`src/rtl/i2c_csr_pkg.sv`:
```
// i2c_csr_pkg: shared constants for the I2C AXI-Lite CSR front-end.
// Register word indices (addr[4:2]), response codes, command word layout
// and STATUS bit positions.
package i2c_csr_pkg;

    // Register word indices, byte offset = index * 4
    localparam logic [2:0] REG_CTRL     = 3'd0;   // 0x00
    localparam logic [2:0] REG_PRESCALE = 3'd1;   // 0x04
    localparam logic [2:0] REG_CMD      = 3'd2;   // 0x08
    localparam logic [2:0] REG_RXDATA   = 3'd3;   // 0x0C
    localparam logic [2:0] REG_STATUS   = 3'd4;   // 0x10

    localparam logic [1:0] RESP_OKAY   = 2'b00;
    localparam logic [1:0] RESP_SLVERR = 2'b10;

    localparam logic [15:0] PRESCALE_RESET = 16'h00C7;

    // Command word: {ackn, read, stop, start, byte[7:0]}
    localparam int CMD_WIDTH     = 12;
    localparam int CMD_BYTE_LSB  = 0;
    localparam int CMD_BYTE_MSB  = 7;
    localparam int CMD_START_BIT = 8;
    localparam int CMD_STOP_BIT  = 9;
    localparam int CMD_READ_BIT  = 10;
    localparam int CMD_ACKN_BIT  = 11;

    typedef enum logic [2:0] {
        ST_BUSY      = 3'd0,
        ST_NACK      = 3'd1,
        ST_ARB_LOST  = 3'd2,
        ST_RX_OVR    = 3'd3,
        ST_CMD_FULL  = 3'd4,
        ST_CMD_EMPTY = 3'd5,
        ST_RX_FULL   = 3'd6,
        ST_RX_EMPTY  = 3'd7
    } status_bit_e;

endpackage

```
`src/rtl/i2c_csr_fifo.sv`:
```
// i2c_csr_fifo: synchronous FIFO with flush, full/empty flags and occupancy.
// A push into a full FIFO is taken when a pop happens in the same cycle.
module i2c_csr_fifo #(
    parameter int DEPTH = 4,
    parameter int WIDTH = 8
) (
    input  logic                     clk_sys,
    input  logic                     rst,
    input  logic                     flush,
    input  logic                     push,
    input  logic [WIDTH-1:0]         push_data,
    input  logic                     pop,
    output logic [WIDTH-1:0]         head,
    output logic                     full,
    output logic                     empty,
    output logic [$clog2(DEPTH):0]   count
);

    localparam int PW = $clog2(DEPTH);

    logic [WIDTH-1:0] mem [DEPTH];
    logic [PW-1:0]    wr_ptr;
    logic [PW-1:0]    rd_ptr;
    logic             do_push;
    logic             do_pop;

    assign full    = (count == (PW+1)'(DEPTH));
    assign empty   = (count == '0);
    assign do_pop  = pop & ~empty;
    assign do_push = push & (~full | do_pop);
    assign head    = mem[rd_ptr];

    // Pointer and occupancy tracking; flush empties the FIFO
    always_ff @(posedge clk_sys or posedge rst) begin
        if (rst) begin
            wr_ptr <= '0;
            rd_ptr <= '0;
            count  <= '0;
        end else if (flush) begin
            wr_ptr <= '0;
            rd_ptr <= '0;
            count  <= '0;
        end else begin
            if (do_push) wr_ptr <= wr_ptr + 1'b1;
            if (do_pop)  rd_ptr <= rd_ptr + 1'b1;
            if (do_push && !do_pop)      count <= count + 1'b1;
            else if (do_pop && !do_push) count <= count - 1'b1;
        end
    end

    // Storage array, no reset needed since empty gates every read
    always_ff @(posedge clk_sys) begin
        if (do_push) mem[wr_ptr] <= push_data;
    end

endmodule

```
`src/rtl/i2c_axi_lite_csr.sv`:
```
// i2c_axi_lite_csr: AXI4-Lite CSR front-end of the I2C controller.
// Decodes CTRL/PRESCALE/CMD/RXDATA/STATUS, buffers commands and received
// bytes in two FIFOs and keeps sticky status bits.
// Optional build macro: I2C_CSR_IRQ_EN (CTRL.ie read/write and registered irq);
// without it CTRL[1] reads zero and irq is tied low.
module i2c_axi_lite_csr
    import i2c_csr_pkg::*;
#(
    parameter int AXI_WIDTH_ADDR = 32,
    parameter int AXI_WIDTH_DATA = 32,
    parameter int CMD_DEPTH      = 4,
    parameter int RX_DEPTH       = 4
) (
    input  logic                      axi_aclk,
    input  logic                      axi_areset,
    input  logic [AXI_WIDTH_ADDR-1:0] s_axil_awaddr,
    input  logic                      s_axil_awvalid,
    output logic                      s_axil_awready,
    input  logic [AXI_WIDTH_DATA-1:0] s_axil_wdata,
    input  logic                      s_axil_wvalid,
    output logic                      s_axil_wready,
    output logic [1:0]                s_axil_bresp,
    output logic                      s_axil_bvalid,
    input  logic                      s_axil_bready,
    input  logic [AXI_WIDTH_ADDR-1:0] s_axil_araddr,
    input  logic                      s_axil_arvalid,
    output logic                      s_axil_arready,
    output logic [AXI_WIDTH_DATA-1:0] s_axil_rdata,
    output logic [1:0]                s_axil_rresp,
    output logic                      s_axil_rvalid,
    input  logic                      s_axil_rready,
    output logic [15:0]               prescale,
    output logic                      core_en,
    output logic                      cmd_valid,
    input  logic                      cmd_ready,
    output logic [CMD_WIDTH-1:0]      cmd_data,
    input  logic                      rx_valid,
    input  logic [7:0]                rx_data,
    input  logic                      core_busy,
    input  logic                      core_nack,
    input  logic                      core_arb_lost,
    output logic                      irq
);

    localparam int CCW = $clog2(CMD_DEPTH) + 1;
    localparam int RCW = $clog2(RX_DEPTH) + 1;

    logic                      aw_rdy_q;
    logic                      wr_fire;
    logic                      rd_fire;
    logic [2:0]                wr_idx;
    logic [2:0]                rd_idx;
    logic [1:0]                wr_resp;
    logic [1:0]                rd_resp;
    logic [AXI_WIDTH_DATA-1:0] rd_data;
    logic                      w1c_en;

    logic                      ie;
    logic                      en_prev_q;
    logic                      nack_q;
    logic                      arb_q;
    logic                      ovr_q;
    logic [7:0]                status;

    logic                      cmd_push;
    logic                      cmd_pop;
    logic                      cmd_room;
    logic                      cmd_flush;
    logic                      cmd_full;
    logic                      cmd_empty;
    logic [CCW-1:0]            cmd_count;

    logic                      rx_push;
    logic                      rx_pop;
    logic                      rx_full;
    logic                      rx_empty;
    logic [7:0]                rx_head;
    logic [RCW-1:0]            rx_count;

    assign s_axil_awready = aw_rdy_q;
    assign s_axil_wready  = aw_rdy_q;
    assign wr_fire = aw_rdy_q & s_axil_awvalid & s_axil_wvalid;
    assign rd_fire = s_axil_arready & s_axil_arvalid;
    assign wr_idx  = s_axil_awaddr[4:2];
    assign rd_idx  = s_axil_araddr[4:2];
    assign w1c_en  = wr_fire & (wr_idx == REG_STATUS);

    assign cmd_valid = ~cmd_empty & core_en;
    assign cmd_pop   = cmd_valid & cmd_ready;
    assign cmd_room  = ~cmd_full | cmd_pop;
    // Falling edge of CTRL.en drops whatever commands are still queued
    assign cmd_flush = en_prev_q & ~core_en;

    assign rx_push = rx_valid & (~rx_full | rx_pop);

    logic unused_bits;
    assign unused_bits = ^{s_axil_awaddr[AXI_WIDTH_ADDR-1:5], s_axil_awaddr[1:0],
                           s_axil_araddr[AXI_WIDTH_ADDR-1:5], s_axil_araddr[1:0],
                           s_axil_wdata[AXI_WIDTH_DATA-1:16], s_axil_wdata[1],
                           cmd_count, rx_count};

    i2c_csr_fifo #(.DEPTH(CMD_DEPTH), .WIDTH(CMD_WIDTH)) u_cmd_fifo (
        .clk_sys   (axi_aclk),
        .rst       (axi_areset),
        .flush     (cmd_flush),
        .push      (cmd_push),
        .push_data (s_axil_wdata[CMD_WIDTH-1:0]),
        .pop       (cmd_pop),
        .head      (cmd_data),
        .full      (cmd_full),
        .empty     (cmd_empty),
        .count     (cmd_count)
    );

    i2c_csr_fifo #(.DEPTH(RX_DEPTH), .WIDTH(8)) u_rx_fifo (
        .clk_sys   (axi_aclk),
        .rst       (axi_areset),
        .flush     (1'b0),
        .push      (rx_push),
        .push_data (rx_data),
        .pop       (rx_pop),
        .head      (rx_head),
        .full      (rx_full),
        .empty     (rx_empty),
        .count     (rx_count)
    );

    // STATUS word assembly
    always_comb begin
        status               = '0;
        status[ST_BUSY]      = core_busy;
        status[ST_NACK]      = nack_q;
        status[ST_ARB_LOST]  = arb_q;
        status[ST_RX_OVR]    = ovr_q;
        status[ST_CMD_FULL]  = cmd_full;
        status[ST_CMD_EMPTY] = cmd_empty;
        status[ST_RX_FULL]   = rx_full;
        status[ST_RX_EMPTY]  = rx_empty;
    end

    // Write decode: response code and command FIFO push
    always_comb begin
        wr_resp  = RESP_OKAY;
        cmd_push = 1'b0;
        case (wr_idx)
            REG_CTRL, REG_PRESCALE, REG_RXDATA, REG_STATUS: begin
                wr_resp = RESP_OKAY;
            end
            REG_CMD: begin
                if (cmd_room) cmd_push = wr_fire;
                else          wr_resp  = RESP_SLVERR;
            end
            default: wr_resp = RESP_SLVERR;
        endcase
    end

    // Read decode: data mux, response code and RX pop at accept
    always_comb begin
        rd_data = '0;
        rd_resp = RESP_OKAY;
        rx_pop  = 1'b0;
        case (rd_idx)
            REG_CTRL: begin
                rd_data[0] = core_en;
                rd_data[1] = ie;
            end
            REG_PRESCALE: rd_data[15:0] = prescale;
            REG_CMD:      rd_data = '0;
            REG_RXDATA: begin
                if (!rx_empty) begin
                    rd_data[8]   = 1'b1;
                    rd_data[7:0] = rx_head;
                    rx_pop       = rd_fire;
                end
            end
            REG_STATUS:   rd_data[7:0] = status;
            default:      rd_resp = RESP_SLVERR;
        endcase
    end

    // AXI-Lite handshake: single-cycle ready pulses, responses held until taken
    always_ff @(posedge axi_aclk or posedge axi_areset) begin
        if (axi_areset) begin
            aw_rdy_q       <= 1'b0;
            s_axil_bvalid  <= 1'b0;
            s_axil_bresp   <= RESP_OKAY;
            s_axil_arready <= 1'b0;
            s_axil_rvalid  <= 1'b0;
            s_axil_rresp   <= RESP_OKAY;
            s_axil_rdata   <= '0;
        end else begin
            aw_rdy_q       <= s_axil_awvalid & s_axil_wvalid & ~s_axil_bvalid & ~aw_rdy_q;
            s_axil_arready <= s_axil_arvalid & ~s_axil_rvalid & ~s_axil_arready;
            if (wr_fire) begin
                s_axil_bvalid <= 1'b1;
                s_axil_bresp  <= wr_resp;
            end else if (s_axil_bready) begin
                s_axil_bvalid <= 1'b0;
            end
            if (rd_fire) begin
                s_axil_rvalid <= 1'b1;
                s_axil_rresp  <= rd_resp;
                s_axil_rdata  <= rd_data;
            end else if (s_axil_rready) begin
                s_axil_rvalid <= 1'b0;
            end
        end
    end

    // CTRL.en and PRESCALE registers
    always_ff @(posedge axi_aclk or posedge axi_areset) begin
        if (axi_areset) begin
            core_en   <= 1'b0;
            en_prev_q <= 1'b0;
            prescale  <= PRESCALE_RESET;
        end else begin
            en_prev_q <= core_en;
            if (wr_fire && wr_idx == REG_CTRL)     core_en  <= s_axil_wdata[0];
            if (wr_fire && wr_idx == REG_PRESCALE) prescale <= s_axil_wdata[15:0];
        end
    end

    // Sticky status bits; a set pulse wins over a simultaneous clear
    always_ff @(posedge axi_aclk or posedge axi_areset) begin
        if (axi_areset) begin
            nack_q <= 1'b0;
            arb_q  <= 1'b0;
            ovr_q  <= 1'b0;
        end else begin
            nack_q <= core_nack | (nack_q & ~(w1c_en & s_axil_wdata[ST_NACK]));
            arb_q  <= core_arb_lost | (arb_q & ~(w1c_en & s_axil_wdata[ST_ARB_LOST]));
            ovr_q  <= (rx_valid & rx_full & ~rx_pop) |
                      (ovr_q & ~(w1c_en & s_axil_wdata[ST_RX_OVR]));
        end
    end

`ifdef I2C_CSR_IRQ_EN
    logic ie_q;
    assign ie = ie_q;

    // CTRL.ie register
    always_ff @(posedge axi_aclk or posedge axi_areset) begin
        if (axi_areset)                          ie_q <= 1'b0;
        else if (wr_fire && wr_idx == REG_CTRL)  ie_q <= s_axil_wdata[1];
    end

    // Registered level interrupt
    always_ff @(posedge axi_aclk or posedge axi_areset) begin
        if (axi_areset) irq <= 1'b0;
        else            irq <= ie_q & (~rx_empty | nack_q | arb_q | ovr_q);
    end
`else
    assign ie  = 1'b0;
    assign irq = 1'b0;
`endif

endmodule

```
`config.mk`:
```
export PLATFORM = sky130hd
export DESIGN_NAME = i2c_axi_lite_csr
export DESIGN_NICKNAME = d
export VERILOG_FILES = /design/src/rtl/i2c_csr_pkg.sv /design/src/rtl/i2c_csr_fifo.sv /design/src/rtl/i2c_axi_lite_csr.sv
export SDC_FILE = /design/constraint.sdc
export NUM_CORES = 1
export LEC_CHECK = 0
export ABC_CLOCK_PERIOD_IN_PS = 2300
export CORE_MARGIN = 3
export CORE_UTILIZATION = 30
export CTS_CLUSTER_DIAMETER = 30
export DETAILED_ROUTE_END_ITERATION = 6
export PLACE_DENSITY = 0.59
export RECOVER_POWER = 50
export SYNTH_ARGS = -nofsm -noshare
export SYNTH_HDL_FRONTEND = slang
export SYNTH_SLANG_ARGS = --single-unit
```
`constraint.sdc`:
```
create_clock -name axi_aclk -period 2.3 [get_ports axi_aclk]
set_clock_uncertainty 0.05 [all_clocks]
set_input_delay 0.23 -clock axi_aclk [delete_from_list [all_inputs] [get_ports axi_aclk]]
set_output_delay 0.23 -clock axi_aclk [all_outputs]
set_load 0.02 [all_outputs]
```
Word level (Yosys, flattened, before mapping)
Memory sizes are Yosys's and may differ from the RTL's.
Cells that the tools add are included.
W data, S select, Z words.
{"block": "word_totals", "register_bits": 59, "mem_bits_rw": 80, "in_bits": 116, "out_inout_bits": 72, "wordCells": 135, "mem_count": 2}
{"name": "u_cmd_fifo.mem", "words": 4, "word_bits": 12, "rd": 1, "rd_ports_with_merged_regs": 0, "write_ports": 1, "line": "i2c_csr_fifo.sv:21", "rtl": "logic [WIDTH-1:0] mem [DEPTH];"}
{"name": "u_rx_fifo.mem", "words": 4, "word_bits": 8, "rd": 1, "rd_ports_with_merged_regs": 0, "write_ports": 1, "line": "i2c_csr_fifo.sv:21"}
{"block": "classes", "addsub": 8, "n_eq_ne": 10, "mux": 29, "bitwise": 45, "reduce_logical": 22}
{"operator": "$and A1 B1 Y1", "count": 25}
{"operator": "$pmux W6 S3", "count": 1}
{"operator": "$mux W3", "count": 5}
{"operator": "$not A1 Y1", "count": 13}
{"operator": "$eq A3 B2 Y1 const B", "count": 4}
{"operator": "$eq A3 B3 Y1 const B", "count": 4}
{"operator": "$logic_not A3 Y1", "count": 4}
{"operator": "$mux W1", "count": 12}
{"operator": "$mux W2", "count": 6}
{"operator": "$reduce_bool A2 Y1", "count": 5}
{"operator": "$mux W9", "count": 1}
{"operator": "$add A2 B1 Y2 const B", "count": 4}
{"operator": "$pmux W2 S4", "count": 1}
{"operator": "$mux W7", "count": 1}
{"operator": "$or A1 B1 Y1", "count": 7}
{"operator": "$add A3 B1 Y3 const B", "count": 2}
{"operator": "$eq A3 B1 Y1 const B", "count": 2}
{"operator": "$logic_and A1 B1 Y1", "count": 6}
{"operator": "$sub A3 B1 Y3 const B", "count": 2}
{"operator": "$reduce_or A5 Y1", "count": 1}
{"operator": "$logic_not A1 Y1", "count": 4}
{"operator": "$pmux W2 S2", "count": 1}
{"operator": "$reduce_or A4 Y1", "count": 1}
{"operator": "$reduce_bool A3 Y1", "count": 1}
{"operator": "$pmux W1 S2", "count": 1}

Longest topological paths before layout
Gate-level depths: netlist (run 1).
{"block": "logic_depth", "depth_word": 13, "ltp_mapped": 9, "mapped_depth_nobuf": 9}

By module
Synthesis (run 1) repeated with hierarchy kept, for this count alone.
{"block": "unflattened", "hier_cells": 407, "hier_area_um2": 6107.1}
{"mod": "i2c_csr_fifo (u_cmd_fifo)", "instances": 1, "cells_per_inst": 125, "area_each_um2": 2319.7, "seq_area_each_um2": 1616.6}
{"mod": "i2c_axi_lite_csr", "instances": 1, "cells_per_inst": 177, "area_each_um2": 2062.0, "seq_area_each_um2": 1082.3}
{"mod": "i2c_csr_fifo (u_rx_fifo)", "instances": 1, "cells_per_inst": 105, "area_each_um2": 1725.4, "seq_area_each_um2": 1136.1}

Least setup slack after synthesis (run 1)
OpenSTA, ideal clock, no wires.
{"block": "synth_timing", "path_type": "register to register", "start": "register s_axil_arready", "end": "register u_rx_fifo.count[2]", "setup_ns": 0.079, "arrival_time_ns": 2.246, "t_required_ns": 2.171, "setup_slack_ns": -0.075, "path_stages_with_launch": 10, "path_buffers": 0, "period_less_slack_ns": 2.375, "cell_sequence": "dfrtp_1 -> and2_1 -> nand4_2 -> a31oi_1 -> ha_1 -> inv_1 -> fa_1 -> xor2_1 -> nor2_1 -> xor2_1"}
{"block": "synth_via", "elab_chain_len": 9, "word_cells_on_any_way": 14, "cone_classes": "3 x mux; 6 x bitwise; 5 x reduce/logical"}
{"item": "from (decl)", "line": "i2c_axi_lite_csr.sv:27", "rtl": "output logic s_axil_arready,"}
{"item": "from (signal assigned)", "line": "i2c_axi_lite_csr.sv:193", "rtl": "s_axil_arready <= s_axil_arvalid & ~s_axil_rvalid & ~s_axil_arready;"}
{"item": "$and A1 B1 Y1 *", "line": "i2c_axi_lite_csr.sv:83", "rtl": "assign rd_fire = s_axil_arready & s_axil_arvalid;"}
{"item": "$mux W1 *", "line": "i2c_axi_lite_csr.sv:170", "rtl": "if (!rx_empty) begin"}
{"item": "$mux W1 *", "line": "i2c_axi_lite_csr.sv:162", "rtl": "case (rd_idx)"}
{"item": "$or A1 B1 Y1 or $and A1 B1 Y1 (tied branches)", "line": "i2c_axi_lite_csr.sv:94, i2c_csr_fifo.sv:29"}
{"item": "$and A1 B1 Y1 or $or A1 B1 Y1 (tied branches)", "line": "i2c_axi_lite_csr.sv:94, i2c_csr_fifo.sv:30"}
{"item": "$and A1 B1 Y1 *", "line": "i2c_csr_fifo.sv:30", "rtl": "assign do_push = push & (~full | do_pop);"}
{"item": "named net u_rx_fifo.do_push", "line": "i2c_csr_fifo.sv:24", "rtl": "logic do_push;"}
{"item": "$logic_not A1 Y1", "line": "i2c_csr_fifo.sv:47", "rtl": "else if (do_pop && !do_push) count <= count - 1'b1;"}
{"item": "$logic_and A1 B1 Y1", "line": "i2c_csr_fifo.sv:47"}
{"item": "$reduce_bool A2 Y1 (no line)"}
{"item": "to (signal assigned)", "line": "i2c_csr_fifo.sv:46", "rtl": "if (do_push && !do_pop) count <= count + 1'b1;"}
{"item": "to (signal assigned)", "line": "i2c_csr_fifo.sv:47"}
{"item": "to (decl)", "line": "i2c_csr_fifo.sv:16", "rtl": "output logic [$clog2(DEPTH):0] count"}
The timed path passes the listed nets; every way through them passes the cells marked *.
A chain may end at the register's enable or synchronous reset.

Worst setup path after layout (run 1)
{"block": "layout_timing", "start": "register u_cmd_fifo.rd_ptr[0]", "end": "output cmd_data[1]"}
{"block": "layout_via", "elab_chain_len": 1}
{"item": "from (decl)", "line": "i2c_csr_fifo.sv:23", "rtl": "logic [PW-1:0] rd_ptr;"}
{"item": "from (signal assigned)", "line": "i2c_csr_fifo.sv:45", "rtl": "if (do_pop) rd_ptr <= rd_ptr + 1'b1;"}
{"item": "$mem_v2 Z4 W12"}
{"item": "to (decl)", "line": "i2c_axi_lite_csr.sv:36", "rtl": "output logic [CMD_WIDTH-1:0] cmd_data,"}
No other way between the ends.

==> results of run 1 <==
==> critical path, delay by kind of cell (launching register included) <==
kind                   cells  cell delay, ns
buffers and inverters      2            0.53
DFF                        1            0.43
muxes                      1            0.53
==> worst paths after layout <==
path,start,end,slack [ns],cells after the start
setup / recovery,u_cmd_fifo.rd_ptr[0],cmd_data[1],0.11,3
hold / removal,s_axil_rready,s_axil_rvalid,0.32,2
setup reg to reg,u_rx_fifo.count[1],u_rx_fifo.count[2],0.12,9
hold reg to reg,s_axil_rvalid,s_axil_arready,0.41,1
max in group asynchronous,axi_areset,s_axil_rdata[0],0.62,3
min in group asynchronous,axi_areset,s_axil_arready,0.70,3
==> per-layer routing <==
layer / global-route usage, % / vias up / wire, um
li1: - / 1629 / -
met1: 15.0 / 1785 / 5420
met5: 0 / - / 0
met3: 4.03 / 16 / 733
met2: 21.2 / 100 / 6570
met4: 4.80 / 0 / 212
==> registers in the layout, summed over array words and instances (netlist names), 3 cells and up <==
| signal | cells |
|---|---|
| u_cmd_fifo.count | 3 |
| prescale | 16 |
| s_axil_rdata | 16 |
| u_cmd_fifo.mem | 48 |
| u_rx_fifo.count | 3 |
| u_rx_fifo.mem | 32 |
==> stage by stage <==
step / util [%] / TNS [ns] / hold slack [ns]
after detailed placement: 39.0 / -2.06 / 0.395
after floorplan: - / 0 / 0.272
after global routing: 41.8 / 0 / 0.317
after CTS: 41.8 / 0 / 0.136
final: 41.8 / 0 / 0.324
after global placement: 39.0 / -1.19 / 0.396
==> cell usage after synthesis, types with 4 or more instances <==
master	number
ha_1	9
buf_4	21
mux4_2	20
edfxtp_1	80
a22oi_1	8
nand3_1	6
a22o_1	12
nor2_1	7
xnor2_1	5
inv_1	9
clkbuf_1	8
dfrtp_1	52
dfstp_2	5
and2_2	4
nand2_1	20
o21ai_0	18
mux2_2	19
nor3_1	5
and2_1	8
==> final cells by class <==
type                       count  area, um2  share of cell area, %
clock buffer                  18        429                   5.43
sequential                   137       3830                   48.5
multi-input combinational    207       1830                   23.2
timing repair buffer         130       1310                   16.6
tap                          260        325                   4.12
clock inverter                14        133                   1.68
inverter                      10       37.5                  0.475
==> logic make-up after synthesis <==
logic type / after synthesis / synth area share, %
buffers and inverters: 42 / 4.11
xor gates and xnor gates: 8 / 1.21
adders and majority gates: 11 / 2.63
AOI/OAI and AO/OA: 54 / 6.80
DFF: 137 / 66.0
muxes: 42 / 11.9
other: 1 / 0.0645
and+or+nand+nor: 73 / 7.28
==> repair_timing <==
action,in CTS,in global routing
pin swaps,0,2
resized for setup,13,5
setup endpoints to repair,13,2
==> power groups by stage <==
stage	logic (mW)	registers, mW	clock network, mW
after floorplan	0.722	3.19	0
after global routing	1.52	3.17	2.74
final	1.40	3.13	2.58
after global placement	1.38	3.16	0
after CTS	1.42	3.14	2.65
after detailed placement	1.42	3.17	0
==> impl_metrics.env, run 1 <==
export IMPL_status="finished clean"
export IMPL_synth_top_area_share_pct=41.3
export IMPL_clock_sinks=137
export IMPL_post_place_cells=744
export IMPL_htree_levels=4
export IMPL_cts_reportedPaths_clkPinSlew_ns=0.06
export IMPL_async_flop_share_pct=41.6
export IMPL_drc=0
export IMPL_path_cells="buf_12 > mux4_2 > dlygate4sd2_1"
export IMPL_cts_tree="done"
export IMPL_wl_um=12900
export IMPL_finalHoldViolCount=0
export IMPL_p_per_area_mw_per_mm2=900
export IMPL_leakagePower_nw=2.97
export IMPL_min_path_type="in -> reg"
export IMPL_fin_crit_ns=2.19
export IMPL_ant_nets=0
export IMPL_cts_root_buf="clkbuf_16"
export IMPL_dp_hpwl_um=9200
export IMPL_grt_pass1_vias=3808
export IMPL_post_cts_buffers=0
export IMPL_placed_area_mm2=0.00736
export IMPL_rows=50
export IMPL_max_cap_violations=0
export IMPL_fin_area_mm2=0.00790
export IMPL_start_kind="flip-flop"
export IMPL_fillers=1711
export IMPL_maxSlewHeadroom_pct=2.63
export IMPL_start_util_pct=30.8
export IMPL_finalMaxSlewViolations=0
export IMPL_ys_ff_latch=137
export IMPL_nets=630
export IMPL_drt_iter0_drc=166
export IMPL_die_h_um=145
export IMPL_fp_coreArea_mm2=0.0189
export IMPL_netlist_instances=368
export IMPL_layout_common_cells="edfxtp_1, clkdlybuf4s50_1, dfrtp_1"
export IMPL_synth_flop_cell="edfxtp_1"
export IMPL_seq_area_frac_synth_pct=66.0
export IMPL_grt_setup_unrepaired="no"
export IMPL_dieArea_mm2=0.0211
export IMPL_syn_to_final_growth_pct=35.9
export IMPL_avgViaCountPerCell=4.55
export IMPL_slowest_stage="mux4_2"
export IMPL_synth_avg_cell_area_um2=15.8
export IMPL_clk_path_buf_depth=2
export IMPL_synth_edff_count=80
export IMPL_fin_cells=776
export IMPL_gp_congestion=0.789
export IMPL_comb_power_share_pct=19.7
export IMPL_worstMarginPinSlew_ns=1.46
export IMPL_num_antenna_cells=0
export IMPL_fp_dieW_um=145
export IMPL_cp_required_ns=2.02
export IMPL_yosysWarningCount=0
export IMPL_final_common_cell="edfxtp_1"
export IMPL_top_level_ports=188
export IMPL_antenna_found_initial=0
export IMPL_swShare_pct=26.4
export IMPL_power_frac_clock_pct=36.3
export IMPL_track_usage_pct=12.6
export IMPL_end_kind="primary output"
export IMPL_critPathKind="reg -> out"
export IMPL_ir_drop_uv=617
export IMPL_synth_area_leaders="edfxtp_1, dfrtp_1, mux4_2"
export IMPL_dr_pass1_iters=4
export IMPL_syn_cell_area_mm2=0.00581
export IMPL_grt_pass1_wl_um=20500
export IMPL_internal_power_mw=5.23
export IMPL_p_switching_mw=1.88
export IMPL_grt_max_degree=58
export IMPL_crit_path_max_fanout=12
export IMPL_setup_slack_ns=0.107
export IMPL_yosysUniqueCellTypes=50
export IMPL_overflow=0
export IMPL_fmax_mhz=456
export IMPL_avgRoutedWirePerCell_um=16.7
export IMPL_setup_violations_final=0
export IMPL_yosys_area_top_type="edfxtp_1"
export IMPL_cts_inserted_buffers=17
export IMPL_min_period_over_period_pct=95.4
export IMPL_p_total_mw=7.11
export IMPL_post_place_ws_ns=-0.233
export IMPL_num_vias=3530
export IMPL_ctsHoldBuffers=0
export IMPL_clock_latency_ns=0.41
export IMPL_slowest_delay_ns=0.53
export IMPL_pwr_share_seq_pct=44.0
export IMPL_layout_drive_gt1_share_pct=22.9
export IMPL_portBuffers=94
export IMPL_worstPathArrival_ns=1.91
(Power assumes the default switching activity.)
==> inputs of run 2 (changes only) <==
--- a/config.mk
+++ b/config.mk
@@ -12,6 +12,7 @@
 export DETAILED_ROUTE_END_ITERATION = 6
 export PLACE_DENSITY = 0.59
 export RECOVER_POWER = 50
+export SLEW_MARGIN = 5
 export SYNTH_ARGS = -nofsm -noshare
 export SYNTH_HDL_FRONTEND = slang
 export SYNTH_SLANG_ARGS = --single-unit
==> results of run 2 <==
Same layout as run 1: the final DEF is identical, and so are final timing and power.
==> inputs of run 3 (changes only) <==
--- a/config.mk
+++ b/config.mk
@@ -12,7 +12,7 @@
 export DETAILED_ROUTE_END_ITERATION = 6
 export PLACE_DENSITY = 0.59
 export RECOVER_POWER = 50
-export SLEW_MARGIN = 5
+export SLEW_MARGIN = 20
 export SYNTH_ARGS = -nofsm -noshare
 export SYNTH_HDL_FRONTEND = slang
 export SYNTH_SLANG_ARGS = --single-unit
==> results of run 3 <==
Same layout as run 1: the final DEF is identical, and so are final timing and power.
